**config.mk**
```make
export PLATFORM = sky130hd
export DESIGN_NAME = regfile_scoreboard
export DESIGN_NICKNAME = d
export VERILOG_FILES = /design/src/rtl/regfile_scoreboard.sv
export SDC_FILE = /design/constraint.sdc
export NUM_CORES = 2
export LEC_CHECK = 0
export CELL_PAD_IN_SITES_DETAIL_PLACEMENT = 1
export CELL_PAD_IN_SITES_GLOBAL_PLACEMENT = 2
export CORE_MARGIN = 1.5
export CORE_UTILIZATION = 49
export DETAILED_ROUTE_END_ITERATION = 16
export PLACE_DENSITY_LB_ADDON = 0.2
export SKIP_CTS_REPAIR_TIMING = 1
export SYNTH_ARGS = -nofsm -noshare
export SYNTH_HDL_FRONTEND = slang
export SYNTH_SLANG_ARGS = --single-unit
```
**constraint.sdc**
```tcl
create_clock -name clock -period 69.6 [get_ports clock]
set_input_delay 13.92 -clock clock [delete_from_list [all_inputs] [get_ports clock]]
set_output_delay 13.92 -clock clock [all_outputs]
set_load 0.02 [all_outputs]
```
**src/rtl/regfile_scoreboard.sv**
```systemverilog
// regfile_scoreboard: decode register file with two bypassed read ports, one writeback port and a RAW/WAW pending-write scoreboard
module regfile_scoreboard #(
  parameter int          DATA_W     = 32,
  parameter int          ADDR_W     = 5,
  parameter logic [31:0] RESET_BASE = 32'h100
) (
  input  logic              clock,
  input  logic              reset,
  input  logic [ADDR_W-1:0] rs_addr,
  input  logic [ADDR_W-1:0] rt_addr,
  output logic [DATA_W-1:0] rs_data,
  output logic [DATA_W-1:0] rt_data,
  input  logic              wb_en,
  input  logic [ADDR_W-1:0] wb_addr,
  input  logic [DATA_W-1:0] wb_data,
  input  logic              issue_en,
  input  logic [ADDR_W-1:0] issue_dst,
  output logic              stall,
  output logic [ADDR_W:0]   pending_count
);
  localparam int NREGS = 2**ADDR_W;
  logic [DATA_W-1:0] regs_q [NREGS];
  logic [NREGS-1:0] pend_q, pend_d, wb_mask, set_mask, eff;
  logic [ADDR_W:0] count_q, count_d;
  logic wb_hit, accept, set_new, clr_old;
  assign wb_hit = wb_en && wb_addr != '0;
  assign wb_mask = wb_hit ? NREGS'(1) << wb_addr : '0;
  // a writeback landing this cycle already resolves its hazard
  assign eff = pend_q & ~wb_mask;
  assign stall = issue_en && (eff[rs_addr] || eff[rt_addr] || eff[issue_dst]);
  assign accept = issue_en && !stall && issue_dst != '0;
  assign set_mask = accept ? NREGS'(1) << issue_dst : '0;
  assign pend_d = (pend_q & ~wb_mask) | set_mask;
  assign set_new = accept && !pend_q[issue_dst];
  assign clr_old = wb_hit && pend_q[wb_addr] && !(accept && issue_dst == wb_addr);
  assign count_d = count_q + (ADDR_W+1)'(set_new) - (ADDR_W+1)'(clr_old);
  assign pending_count = count_q;
  assign rs_data = rs_addr == '0 ? '0 : (wb_en && wb_addr == rs_addr) ? wb_data : regs_q[rs_addr];
  assign rt_data = rt_addr == '0 ? '0 : (wb_en && wb_addr == rt_addr) ? wb_data : regs_q[rt_addr];
  always_ff @(posedge clock or posedge reset) begin
    if (reset) begin
      pend_q  <= '0;
      count_q <= '0;
    end else begin
      pend_q  <= pend_d;
      count_q <= count_d;
    end
  end
  for (genvar r = 0; r < NREGS; r++) begin : g_reg
    always_ff @(posedge clock or posedge reset) begin
      if (reset)
        regs_q[r] <= r == 0 ? '0 : DATA_W'(RESET_BASE + r);
      else if (wb_hit && wb_addr == ADDR_W'(r))
        regs_q[r] <= wb_data;
    end
  end
endmodule

```
==> flow_summary.toml <==
[status]
status = "finished, final reports clean"

[route]
vias = 40900
route.detailed.drc = 0
drtIter0Drc = 3487
via_per_inst = 6.91
ant_nets = 0
wl_per_cell_um = 34.4
firstDrtPassIters = 5
drt-total-wl_um = 204000

[timing]
max_freq_ghz = 0.0303
finalHoldViolations = 0
finalCriticalPeriod_ps = 33010
tns_ps = 0
grt_setup_unrepaired = "no"
setup_viol = 0
finClkSkew_ps = 11.1
slew_viol_final = 0
fin_crit_sh = 0.474
fin_ws_ps = 36590
slew_headroom = 0.185
worst_slew_pin_slew_ps = 1220

[placement]
port_buffers = 126
dp_cells = 5689
pre_cts_ws_ps = 36740
hpwl_um = 108000
place_area_mm2 = 0.0613
gp_congestion = 0.890

[finish]
fin_cells = 5913
final-seq-area_mm2 = 0.0267
fin_nets = 4274
syn_to_final_growth_pct = 11.2
layout-drive-gt1-share = 0.423
multi_input_area_mm2 = 0.0304
fillCellCount = 11400
fin_area_mm2 = 0.0654

[worst_setup_path]
crit_arrival_ps = 19090
worstPathCellList = "clkdlybuf4s50_1 -> nand4_1 -> o21ai_0 -> o211ai_1 -> a41oi_1 -> nand3_1 -> and2_1 -> and3b_1 -> nor2b_1 -> clkdlybuf4s50_1"
cpPeakStageDelay_ps = 940
crit_buf_inv = 2
crit_top_cell = "clkdlybuf4s50_1"
critPathMaxFanout = 17
crit_slowest_cell = "clkdlybuf4s50_1"
crit_path_start_kind = "primary input"
path_class = "in -> out"
worst-endpoint-required_ps = 55680
crit_path_end_kind = "output pin"
path_delay_family = "simple AND/OR/NAND/NOR gates"

[die]
die_area_mm2 = 0.122
die_h_um = 349
pin_count = 127
start_util = 0.496
coreArea_mm2 = 0.119
fp.dieW_um = 349
rows = 126

[worst_hold_path]
hold_path.class = "reg -> reg"

[clock_tree]
clk_pin_slew_ps = 60
root_buffer = "clkbuf_16"
htree_num_levels = 3
numCtsBuffers = 120
cts.path.max_buffers = 3
cts_tree = "built"
numClockSinks = 1062
worstSkewPairLatency_ps = 720

[synthesis]
yosys.area_share.simple = 0.0292
netlist_area_mm2 = 0.0588
async_reset_ff_frac = 1.00
synth_flop_cell = "dfrtp_1"
yosysWarningCount = 0
ys_ff_latch = 1062
yosysUniqueCellTypes = 68
synth-xor-area-share = 0.00298
synth_adder_area_share = 0.00162
synth_fp_nets = 4411
synth_area_per_cell_um2 = 13.5
yosysSeqAreaShare = 0.454
muxShareOfSynthArea = 0.404
synthCells = 4348
synth_compound_area_frac = 0.0743
synth-edff-count = 0
synth_top_family_by_area = "multiplexers"

[pwr]
ir_drop_mv = 0.0221
powerDensity_mw_per_mm2 = 29.5
leakagePower_nw = 28.0

[flow_run]
drv_cap = 0

[global_route]
grt_usage = 0.336
antenna_found_initial = 2
grt_max_degree = 175
grt_pass1_vias = 42700
gr-total-overflow = 0
grt_pass1_wl_um = 300000
-- final timing paths --
kind	from	endpoint	slack (ps)	depth (start not counted)
max in group asynchronous	reset	regs_q[374]	52730	5
worst min register to register	pend_q[0]	pend_q[0]	400	0
worst min-delay path	pend_q[0]	pend_q[0]	400	0
worst max-delay path	wb_en	stall	36590	10
min in group asynchronous	reset	regs_q[961]	13790	2
worst max register to register	pend_q[15]	pending_count[4]	65210	16
-- power by group --
group / leakage (nW) / total, mW / switching, mW / internal (mW)
sequential: 13.4 / 0.838 / 0.0920 / 0.746
combinational: 12.6 / 0.427 / 0.193 / 0.234
clock: 2.02 / 0.665 / 0.269 / 0.396
total: 28.0 / 1.93 / 0.554 / 1.38
-- metal layers --
metal  GRT usage  vias to the layer above  wire length [µm]
met1       0.478                    22400             88000
met3      0.0641                      367             15300
met5           0                        -                19
met2       0.521                     1612             93600
met4       0.112                        2              6590
li1            -                    16500                 -
-- Yosys cell counts, types with 5 or more instances --
cell type	instances	area, µm²
a211oi_1	37	278
o41ai_1	11	96.3
a221oi_1	184	1610
buf_2	49	245
a22oi_1	94	706
mux2_2	960	10800
nand2b_1	5	31.3
xor2_1	10	87.6
nor2_1	162	608
o31ai_1	13	97.6
dfrtp_1	951	23800
nand3_1	22	110
dfstp_2	111	2920
nand2_1	163	612
xnor2_1	10	87.6
inv_1	19	71.3
buf_1	109	409
mux4_2	392	8830
and3_1	6	37.5
o211ai_1	72	541
clkbuf_1	329	1230
or2_2	5	31.3
ha_1	6	75.1
mux2i_1	410	4100
a21oi_1	36	180
o21ai_0	86	430
nor2b_1	8	50.1
-- worst register-to-register path, delay by kind of cell (launching register included) --
kind,cells,cell delay (ps)
AND/OR/NAND/NOR,3,1570
AO/OA/AOI/OAI,6,1090
adder cells (fa/ha/maj),3,900
flip-flops,1,400
buffers and inverters,3,190
XOR/XNOR,1,130
-- sequential cells by signal (all words and copies together), names as in the netlist --
signal,cells
pend_q,32
pending_count,6
regs_q,1024
-- per-stage QoR --
| step | hold slack, ps | utilization | total power [mW] |
|---|---|---|---|
| CTS | 399 | 0.552 | 1.94 |
| global placement | 376 | 0.517 | 1.25 |
| finish | 400 | 0.552 | 1.93 |
| floorplan | 441 | - | 1.14 |
| detailed placement | 385 | 0.517 | 1.27 |
| global route | 411 | 0.552 | 2.01 |
-- layout make-up --
class,instances,share of cell area
Antenna cell,1,0.0000382
Tap cell,1600,0.0306
Sequential cell,1062,0.408
Timing Repair Buffer,230,0.0323
Clock buffer,185,0.0547
Clock inverter,38,0.00801
Inverter,24,0.00151
Multi-Input combinational cell,2773,0.465
-- placed cells by master, fill, tap and decap left out, types with 111 or more instances in the layout --
master and instances:
a221oi_1 184, clkbuf_16 123, clkdlybuf4s50_1 116, dfrtp_1 951
dfstp_2 111, mux2_2 960, mux2i_1 410, mux4_2 392
nand2_1 149, nor2_1 146
-- cell families after synthesis --
| logic type | count (synthesis) |
|---|---|
| flops | 1062 |
| simple gates | 401 |
| xor+xnor | 20 |
| compound gates | 583 |
| fa+ha+maj | 7 |
| buf+inv | 513 |
| mux | 1762 |
(Power assumes the default switching activity.)
